==> src/rtl/attack_shot_ctrl.sv <==
// Shot controller for the battleship attack stage.
// Debounces the confirm button, validates the attack coordinate, records each shot in the
// attack map, keeps saturating shot/hit counters and raises game_over once every ship cell
// has been hit. All outputs are registered.
module attack_shot_ctrl #(
  parameter int unsigned DEB_TICKS = 4,
  parameter int unsigned CNT_W     = 6
) (
  input  logic             i_clk,
  input  logic             i_clr,
  input  logic             i_tick,
  input  logic             i_btn_n,
  input  logic [1:0]       i_mode,
  input  logic [5:0]       i_coord,
  input  logic [34:0]      i_ship_map,
  output logic [34:0]      o_att_map,
  output logic             o_shot_pls,
  output logic             o_hit,
  output logic             o_fault,
  output logic [CNT_W-1:0] o_shots,
  output logic [CNT_W-1:0] o_hits,
  output logic             o_game_over,
  output logic [1:0]       o_rgb
);

  localparam int unsigned DebW = $clog2(DEB_TICKS + 1);

  localparam logic [1:0] ModeSetup  = 2'b00;
  localparam logic [1:0] ModeAttack = 2'b01;

  localparam logic [1:0] RgbHit  = 2'b01;
  localparam logic [1:0] RgbMiss = 2'b10;

  typedef enum logic [2:0] {
    StIdle,
    StArmed,
    StCheck,
    StUpdate,
    StRelease,
    StOver
  } state_e;

  // ---------------------------------------------------------------------------
  // Button debounce
  // ---------------------------------------------------------------------------
  logic [DebW-1:0] r_deb_cnt;
  logic [DebW-1:0] w_deb_cnt_d;
  logic            r_btn_pressed;
  logic            w_btn_pressed_d;
  logic            w_sample_pressed;
  logic            w_press_evt;

  assign w_sample_pressed = ~i_btn_n;

  // Count consecutive differing tick samples; accept the new level after DEB_TICKS of them.
  always_comb begin
    w_deb_cnt_d     = r_deb_cnt;
    w_btn_pressed_d = r_btn_pressed;
    w_press_evt     = 1'b0;
    if (i_tick) begin
      if (w_sample_pressed != r_btn_pressed) begin
        if (r_deb_cnt == DebW'(DEB_TICKS - 1)) begin
          w_btn_pressed_d = w_sample_pressed;
          w_deb_cnt_d     = '0;
          // Only the released->pressed transition is a press event.
          w_press_evt     = w_sample_pressed;
        end else begin
          w_deb_cnt_d = r_deb_cnt + DebW'(1);
        end
      end else begin
        w_deb_cnt_d = '0;
      end
    end
  end

  // Debounce state register.
  always_ff @(posedge i_clk) begin
    if (!i_clr) begin
      r_deb_cnt     <= '0;
      r_btn_pressed <= 1'b0;
    end else begin
      r_deb_cnt     <= w_deb_cnt_d;
      r_btn_pressed <= w_btn_pressed_d;
    end
  end

  // ---------------------------------------------------------------------------
  // Coordinate decode
  // ---------------------------------------------------------------------------
  logic [2:0]  w_col;
  logic [2:0]  w_line;
  logic [5:0]  w_index;
  logic [5:0]  w_bit_pos;
  logic        w_coord_bad;
  logic [34:0] w_cell_mask;
  logic        w_cell_repeat;

  assign w_col       = i_coord[5:3];
  assign w_line      = i_coord[2:0];
  assign w_index     = 6'(w_line) * 6'd5 + 6'(w_col);
  assign w_coord_bad = (w_col > 3'd4) || (w_line > 3'd6);
  // Cell (line, col) lives at bit 34-index; an out-of-range coordinate selects no cell.
  assign w_bit_pos   = 6'd34 - w_index;
  assign w_cell_mask = w_coord_bad ? '0 : (35'd1 << w_bit_pos);
  assign w_cell_repeat = |(o_att_map & w_cell_mask);

  // ---------------------------------------------------------------------------
  // Control FSM and shot datapath
  // ---------------------------------------------------------------------------
  state_e            r_state;
  state_e            w_state_d;
  logic [34:0]       r_cell_mask;
  logic [34:0]       w_cell_mask_d;
  logic              r_invalid;
  logic              w_invalid_d;
  logic              r_repeat;
  logic              w_repeat_d;
  logic [34:0]       r_ship_map;
  logic [34:0]       w_ship_map_d;
  logic              r_upd;
  logic              w_upd_d;
  logic [34:0]       r_att_map;
  logic [34:0]       w_att_map_d;
  logic              r_shot_pls;
  logic              w_shot_pls_d;
  logic              r_hit;
  logic              w_hit_d;
  logic              r_fault;
  logic              w_fault_d;
  logic [CNT_W-1:0]  r_shots;
  logic [CNT_W-1:0]  w_shots_d;
  logic [CNT_W-1:0]  r_hits;
  logic [CNT_W-1:0]  w_hits_d;
  logic              r_game_over;
  logic              w_game_over_d;
  logic [1:0]        r_rgb;
  logic [1:0]        w_rgb_d;
  logic              w_attack;
  logic              w_clear;
  logic              w_all_sunk;
  logic              w_ship_hit;

  assign w_attack   = (i_mode == ModeAttack);
  // Evaluated in the cycle after a valid update, against the ship map latched with that shot.
  assign w_all_sunk = ((r_ship_map & ~r_att_map) == '0) && (r_ship_map != '0);
  assign w_ship_hit = |(i_ship_map & r_cell_mask);

  // Next-state and next-output logic; every register holds unless a state acts on it.
  always_comb begin
    w_state_d     = r_state;
    w_cell_mask_d = r_cell_mask;
    w_invalid_d   = r_invalid;
    w_repeat_d    = r_repeat;
    w_ship_map_d  = r_ship_map;
    w_upd_d       = 1'b0;
    w_att_map_d   = r_att_map;
    w_shot_pls_d  = 1'b0;
    w_hit_d       = r_hit;
    w_fault_d     = r_fault;
    w_shots_d     = r_shots;
    w_hits_d      = r_hits;
    w_game_over_d = r_game_over;
    w_rgb_d       = r_rgb;
    w_clear       = 1'b0;

    if (r_upd) begin
      w_game_over_d = w_all_sunk;
    end

    unique case (r_state)
      StIdle: begin
        if (i_mode == ModeSetup) begin
          w_clear = 1'b1;
        end else if (w_attack) begin
          w_state_d = StArmed;
        end
      end
      StArmed: begin
        if (!w_attack) begin
          w_state_d = StIdle;
        end else if (w_press_evt) begin
          w_state_d = StCheck;
        end
      end
      StCheck: begin
        if (!w_attack) begin
          w_state_d = StIdle;
        end else begin
          w_cell_mask_d = w_cell_mask;
          w_invalid_d   = w_coord_bad;
          w_repeat_d    = w_cell_repeat;
          w_state_d     = StUpdate;
        end
      end
      StUpdate: begin
        if (!w_attack) begin
          w_state_d = StIdle;
        end else begin
          w_state_d = StRelease;
          if (r_invalid || r_repeat) begin
            w_fault_d = 1'b1;
            w_hit_d   = 1'b0;
            w_rgb_d   = RgbMiss;
          end else begin
            w_att_map_d  = r_att_map | r_cell_mask;
            w_fault_d    = 1'b0;
            w_shot_pls_d = 1'b1;
            w_upd_d      = 1'b1;
            w_ship_map_d = i_ship_map;
            w_shots_d    = (r_shots == '1) ? r_shots : r_shots + CNT_W'(1);
            if (w_ship_hit) begin
              w_hit_d  = 1'b1;
              w_hits_d = (r_hits == '1) ? r_hits : r_hits + CNT_W'(1);
              w_rgb_d  = RgbHit;
            end else begin
              w_hit_d = 1'b0;
              w_rgb_d = RgbMiss;
            end
          end
        end
      end
      StRelease: begin
        if (!w_attack) begin
          w_state_d = StIdle;
        end else if (!r_btn_pressed) begin
          // game_over may still be in flight from the shot just recorded.
          w_state_d = (r_game_over || (r_upd && w_all_sunk)) ? StOver : StArmed;
        end
      end
      StOver: begin
        if (i_mode == ModeSetup) begin
          w_clear   = 1'b1;
          w_state_d = StIdle;
        end
      end
      default: begin
        w_state_d = StIdle;
      end
    endcase

    if (w_clear) begin
      w_att_map_d   = '0;
      w_ship_map_d  = '0;
      w_hit_d       = 1'b0;
      w_fault_d     = 1'b0;
      w_shots_d     = '0;
      w_hits_d      = '0;
      w_game_over_d = 1'b0;
      w_rgb_d       = '0;
    end
  end

  // FSM state register.
  always_ff @(posedge i_clk) begin
    if (!i_clr) begin
      r_state <= StIdle;
    end else begin
      r_state <= w_state_d;
    end
  end

  // Shot datapath and output registers; reset overrides any update in progress.
  always_ff @(posedge i_clk) begin
    if (!i_clr) begin
      r_cell_mask <= '0;
      r_invalid   <= 1'b0;
      r_repeat    <= 1'b0;
      r_ship_map  <= '0;
      r_upd       <= 1'b0;
      r_att_map   <= '0;
      r_shot_pls  <= 1'b0;
      r_hit       <= 1'b0;
      r_fault     <= 1'b0;
      r_shots     <= '0;
      r_hits      <= '0;
      r_game_over <= 1'b0;
      r_rgb       <= '0;
    end else begin
      r_cell_mask <= w_cell_mask_d;
      r_invalid   <= w_invalid_d;
      r_repeat    <= w_repeat_d;
      r_ship_map  <= w_ship_map_d;
      r_upd       <= w_upd_d;
      r_att_map   <= w_att_map_d;
      r_shot_pls  <= w_shot_pls_d;
      r_hit       <= w_hit_d;
      r_fault     <= w_fault_d;
      r_shots     <= w_shots_d;
      r_hits      <= w_hits_d;
      r_game_over <= w_game_over_d;
      r_rgb       <= w_rgb_d;
    end
  end

  assign o_att_map   = r_att_map;
  assign o_shot_pls  = r_shot_pls;
  assign o_hit       = r_hit;
  assign o_fault     = r_fault;
  assign o_shots     = r_shots;
  assign o_hits      = r_hits;
  assign o_game_over = r_game_over;
  assign o_rgb       = r_rgb;

endmodule
==> config.mk <==
export PLATFORM = sky130hd
export DESIGN_NAME = attack_shot_ctrl
export DESIGN_NICKNAME = d
export VERILOG_FILES = /design/src/rtl/attack_shot_ctrl.sv
export SDC_FILE = /design/constraint.sdc
export NUM_CORES = 1
export LEC_CHECK = 0
export CAP_MARGIN = 15
export CORE_UTILIZATION = 25
export DETAILED_ROUTE_END_ITERATION = 8
export PLACE_DENSITY = 0.44
export SKIP_CTS_REPAIR_TIMING = 1
export SKIP_LAST_GASP = 1
export SLEW_MARGIN = 15
export SYNTH_ARGS = -nofsm -noshare
export SYNTH_HDL_FRONTEND = slang
export SYNTH_SLANG_ARGS = --single-unit
==> constraint.sdc <==
create_clock -name i_clk -period 9.41 [get_ports i_clk]
set_input_delay 1.4115 -clock i_clk [delete_from_list [all_inputs] [get_ports i_clk]]
set_output_delay 1.4115 -clock i_clk [all_outputs]
set_load 0.02 [all_outputs]
=== Word-level counts from Yosys, hierarchy flattened ===
Index checks and enable logic that the tools add are counted.

* Order comparisons: 2
* $mul: 1
* Equality and inequality tests: 15
* Multiplexer cells: 25
* Shift operators: 1
* Add/subtract/negate cells: 5
* Bitwise gates (word level): 10
* Reductions and logical operators: 21

{| class="wikitable"
|+ Operators by type and width
! cell !! number
|-
| AND 35 bit || 3
|-
| OR reduction 35 bit || 2
|-
| logical NOT 35 bit || 1
|-
| 2-to-1 mux 35 bit || 1
|-
| inverter 35 bit || 1
|-
| bitwise OR 35 bit || 1
|-
| nonzero test 35 bit || 1
|-
| << shifter 1 x 6 -> 35 bit, first input constant || 1
|-
| 2-to-1 mux 3 bit || 11
|-
| one-hot mux 3 bit (6 select lines) || 1
|-
| adder 6 x 1 -> 6 bit, second input constant || 2
|-
| == test 6 bit, second input constant || 2
|-
| AND reduction 5 bit || 2
|-
| == test 3 x 2 -> 1 bit, second input constant || 3
|-
| 2-to-1 mux 1 bit || 9
|-
| AND reduction 3 bit || 3
|-
| adder 6 x 3 -> 6 bit || 1
|-
| == test 3 bit, second input constant || 2
|-
| greater-than comparator 3 bit, second input constant || 2
|-
| multiplier 3 x 3 -> 6 bit, second input constant || 1
|-
| 2-to-1 mux 2 bit || 3
|-
| inequality test 2 bit, second input constant || 3
|-
| inequality test 3 bit, second input constant || 2
|-
| subtractor 6 bit, first input constant || 1
|-
| other kinds (12) || 21
|}

* Logic and storage cells: 95
* Bits of input ports: 47
* Output and inout bits: 53
* Bits in registers: 132

=== Longest topological paths before layout ===
* Depth in word-level cells: 10
* Mapped depth: 14
* Gate-level depth less buffers: 12

=== Worst setup path after synthesis ===
No wires, ideal clock.

* Path type: input to register
* Start point: input i_coord[0]
* End point: register r_repeat
* Library setup time: 0.134 ns
* Data arrival time: 3.930 ns
* Setup slack: 5.346 ns
* Buffers on the path: 2
* Stages on the path: 14
* Required time: 9.276 ns
* Cell sequence: ha_1 -> ha_1 -> inv_1 -> ha_1 -> inv_1 -> fa_1 -> clkbuf_1 -> clkbuf_1 -> nor2_1 -> a22oi_1 -> o21ai_0 -> o2111ai_1 -> o41a_1 -> a41oi_1

* Longest elaborated chain between the ends: 7
* Elaborated cells between the ends (all ways): 9
* Classes of those cells: add/sub: 2; mul: 1; order compare: 1; shift: 1; mux: 1; bitwise: 1; reduce/logical: 2

{| class="wikitable"
|+ RTL lines
! item !! RTL line !! source
|-
| start: declaration || 14 || <nowiki>input logic [5:0] i_coord,</nowiki>
|-
| multiplier 3 x 3 -> 6 bit || 100 || <nowiki>assign w_index = 6'(w_line) * 6'd5 + 6'(w_col);</nowiki>
|-
| adder 6 x 3 -> 6 bit || 100 ||
|-
| subtractor 6 bit || 103 || <nowiki>assign w_bit_pos = 6'd34 - w_index;</nowiki>
|-
| << shifter 1 x 6 -> 35 bit || 104 || <nowiki>assign w_cell_mask = w_coord_bad ? '0 : (35'd1 << w_bit_pos);</nowiki>
|-
| 2-to-1 mux 35 bit * || 104 ||
|-
| AND 35 bit * || 105 || <nowiki>assign w_cell_repeat = |(o_att_map & w_cell_mask);</nowiki>
|-
| OR reduction 35 bit * || 105 ||
|-
| end signal: assignment || 281 || <nowiki>r_repeat <= w_repeat_d;</nowiki>
|-
| end: declaration || 116 || <nowiki>logic r_repeat;</nowiki>
|}

Every way passes the cells marked *; elsewhere a longest branch is shown, timed or not.
A chain may end at the register's enable or synchronous reset.

=== Worst setup path after layout ===
* Start point: input i_coord[0]
* End point: register r_cell_mask[1]

* Longest elaborated chain between the ends: 5
* Elaborated cells between the ends (all ways): 7
* Classes of those cells: add/sub: 2; mul: 1; order compare: 1; shift: 1; mux: 1; reduce/logical: 1

{| class="wikitable"
|+ RTL lines
! item !! RTL line !! source
|-
| multiplier 3 x 3 -> 6 bit || 100 ||
|-
| adder 6 x 3 -> 6 bit || 100 ||
|-
| subtractor 6 bit || 103 ||
|-
| << shifter 1 x 6 -> 35 bit || 104 ||
|-
| 2-to-1 mux 35 bit * || 104 ||
|-
| end signal: assignment || 279 || <nowiki>r_cell_mask <= w_cell_mask_d;</nowiki>
|-
| end: declaration || 112 || <nowiki>logic [34:0] r_cell_mask;</nowiki>
|}

Marked as above.

==> run_results.csv <==
group,metric,value,unit
run_status,status,"finished, final reports clean",
synthesis,ys_seq_area_frac,0.440,
sta,slew_viol_final,0,
place,pre_cts_ws,4.52,ns
clocking,clock-sinks,131,
die,die_h,156,um
final_layout,final_cells,1119,
sta,timing.hold.ws,0.475,ns
worst_setup_path,start_kind,"input pin",
sta,fin_crit_sh,0.478,
synthesis,yosysUniqueCellTypes,57,
power,peakVddDrop,0.105,mV
synthesis,synth_nets,771,
final_layout,fin_nets,851,
worst_setup_path,cp_data_arrival_time,4.85,ns
die,placementRows,56,
routing,vias_per_cell,5.01,
routing,wl_per_cell,20.0,um
power,clkPwrFrac,0.499,
worst_setup_path,crit_chain,"clkdlybuf4s50_1 -> ha_1 -> ha_1 -> inv_1 -> ha_1 -> inv_1 -> fa_1 -> inv_1 -> nor3_2 -> a32oi_1 -> nor2_1",
synthesis,synth_area_leaders,"dfxtp_1 44%, a21oi_1 7.4%, nor2_1 6.0%",
sta,worst_pin_slew,1.13,ns
routing,via_count,5607,
routing,first_iter_violations,388,
sta,clock_skew,0.00629,ns
die,die_w,156,um
sta,hold_viol,0,
routing,drc,0,
final_layout,final_common_cell,"dfxtp_1",
sta,tns,0,ns
worst_setup_path,required,9.77,ns
worst_setup_path,r2r_slack,6.59,ns
place,io_buffers,99,
sta,slew-limit-headroom,0.246,
power,power.switching,0.000329,W
sta,rsz0062_at_grt,"no",
final_layout,antennaDiodeCount,0,
job,drv_cap,0,
worst_setup_path,crit_type,"in -> reg",
die,pin_count,100,
place,globalplace.congestion,0.803,
synthesis,ys.flop_type,"dfxtp_1",
global_routing,grt-ovfl-total,0,
min_path,hp-class,"reg -> reg",
synthesis,synth-edff-count,0,
clocking,clockBufferDepth,2,
clocking,clock_latency,0.42,ns
global_routing,grt_pass1_wl,33500,um
synthesis,postSynthCellCount,711,
worst_setup_path,slowest_stage,"fa_1",
final_layout,layout_common_cells,"131 x dfxtp_1, 99 x clkdlybuf4s50_1, 95 x nor2_1, 88 x a21oi_1, 86 x nand2_1",
power,p_sw_frac,0.240,
sta,period_needed,4.50,ns
global_routing,antenna_found_initial,0,
clocking,cts_tree,"done",
synthesis,ys_warn_count,0,
worst_setup_path,crit_family,"adder cells",
worst_setup_path,end_kind,"flip-flop",
power,p_leak,2.66,nW
clocking,cts_buffers,17,
global_routing,grt_usage,0.186,
sta,timing.fmax,222,MHz
final_layout,post-route-util,0.334,
die,core,23400,um^2
worst_setup_path,crit_buf_inv,4,
routing,drtPass1Iterations,5,
clocking,cts-root-buf,"clkbuf_16",
synthesis,synth.cell_area,5950,um^2
clocking,cts.clk_slew.worst_paths,0.06,ns
clocking,cts-htree-levels,4,
synthesis,synth_top_cell_by_area,"dfxtp_1",
place,dp_hpwl,15900,um
routing,postRouteAntennaNets,0,
synthesis,ys_ff_latch,131,
power,comb_power_share,0.095,
final_layout,nFillCells,2526,
routing,wirelength,22300,um
synthesis,syn_area_per_cell,8.37,um^2
power,p_int,0.00105,W
final_layout,areaGrowthSynthToFinish,31.2,%
global_routing,grt_max_degree,87,
power,p_seq_frac,0.407,
die,dieArea,24400,um^2
worst_setup_path,slowest_delay,0.93,ns
place,dp.cells,1091,
synthesis,ys_async_sr_fraction,0,
global_routing,grt_pass1_vias,5239,
synthesis,netlist.area_leader.share,0.440,
sta,setup_ws,4.91,ns
die,start_util,0.254,
worst_setup_path,path_max_fanout,15,
final_layout,drive_gt1_frac,0.0638,
power,powerDensity,176,nW/um^2
sta,setup_viol,0,
-- logic make-up (layout without fill, tap and decap cells) --
kind of cell	after synthesis	in the layout	synth area share
DFF	131	131	0.440
buffers and inverters	78	167	0.0519
adders and majority gates	13	13	0.0298
muxes	15	15	0.0303
AOI/OAI and AO/OA	184	184	0.207
xor gates and xnor gates	13	13	0.0191
and+or+nand+nor	277	277	0.221
-- cells in the mapped netlist (2+ instances only) --
master,instances
nand2b_1,11
fa_1,2
clkbuf_1,30
nor4_1,12
o2111ai_1,3
a221oi_1,4
inv_1,34
dfxtp_1,131
a32oi_1,13
a21oi_1,88
a22oi_1,28
a211oi_1,2
buf_2,7
a2111oi_0,4
or4_1,2
ha_1,11
nor3_1,7
a2111oi_4,3
mux2_2,4
nand3b_1,3
nand3_1,12
buf_1,4
a31oi_1,5
nor3b_1,2
nor2b_1,17
and3_1,5
o21ai_0,11
mux4_2,2
xor2_1,6
a22o_1,5
or3_1,3
nand4_1,12
buf_4,2
and4_1,2
o31ai_1,2
mux2i_1,9
nor2_1,95
nor3_2,4
o22ai_1,5
xnor2_1,7
nand2_1,86
-- metal layers --
| metal | wire length (um) | part of all wire | global-route usage | up-vias |
|---|---|---|---|---|
| met5 | 0 | 0 | 0 | - |
| met2 | 9930 | 0.44 | 0.287 | 172 |
| li1 | - | - | - | 2687 |
| met3 | 1180 | 0.053 | 0.0443 | 33 |
| met4 | 430 | 0.019 | 0.0528 | 0 |
| met1 | 10800 | 0.48 | 0.257 | 2715 |
-- power by group through the flow --
stage	registers [W]	logic, W	clock network (W)
floorplan	0.000569	0.0000778	0
global placement	0.000571	0.000129	0
detailed placement	0.000571	0.000128	0
CTS	0.000559	0.000129	0.000697
global route	0.000559	0.000140	0.000721
finish	0.000559	0.000130	0.000686
-- sequential cells by signal (all words and copies together), names as in the netlist, 2 cells and up --
name / cells
r_state: 3
o_shots: 6
r_ship_map: 35
o_rgb: 2
r_deb_cnt: 3
o_hits: 6
r_cell_mask: 35
o_att_map: 35
-- tightest hold or removal path, cell delays in order (launching register included) --
cell	delay, ns
dfxtp_1	0.32
nand2_1	0.05
a21oi_1	0.05
-- path summary, 6_finish.rpt --
path / startpoint / endpoint / cells after the start
max: i_coord[0] / r_cell_mask[1] / 11
min: r_ship_map[23] / r_ship_map[23] / 2
min reg2reg: r_ship_map[23] / r_ship_map[23] / 2
max reg2reg: o_att_map[28] / r_state[2] / 6
-- final cells by class --
cell class,count,area [um^2],area share
multi-input cells,502,3030,0.388
flip-flops and latches,131,2620,0.336
well taps,319,399,0.0511
inverters,35,131,0.0168
clock inverters,5,100,0.0128
repair buffers,104,1030,0.132
clock buffers,23,498,0.0638
-- through the flow --
stage	power (W)	instance area, um^2
4_1_cts	0.00138	7810
6_report	0.00137	7810
2_1_floorplan	0.000647	5950
3_3_place_gp	0.000700	7210
3_5_place_dp	0.000699	7210
5_1_grt	0.00142	7810
Note: power is estimated with default switching activity, not from simulation.
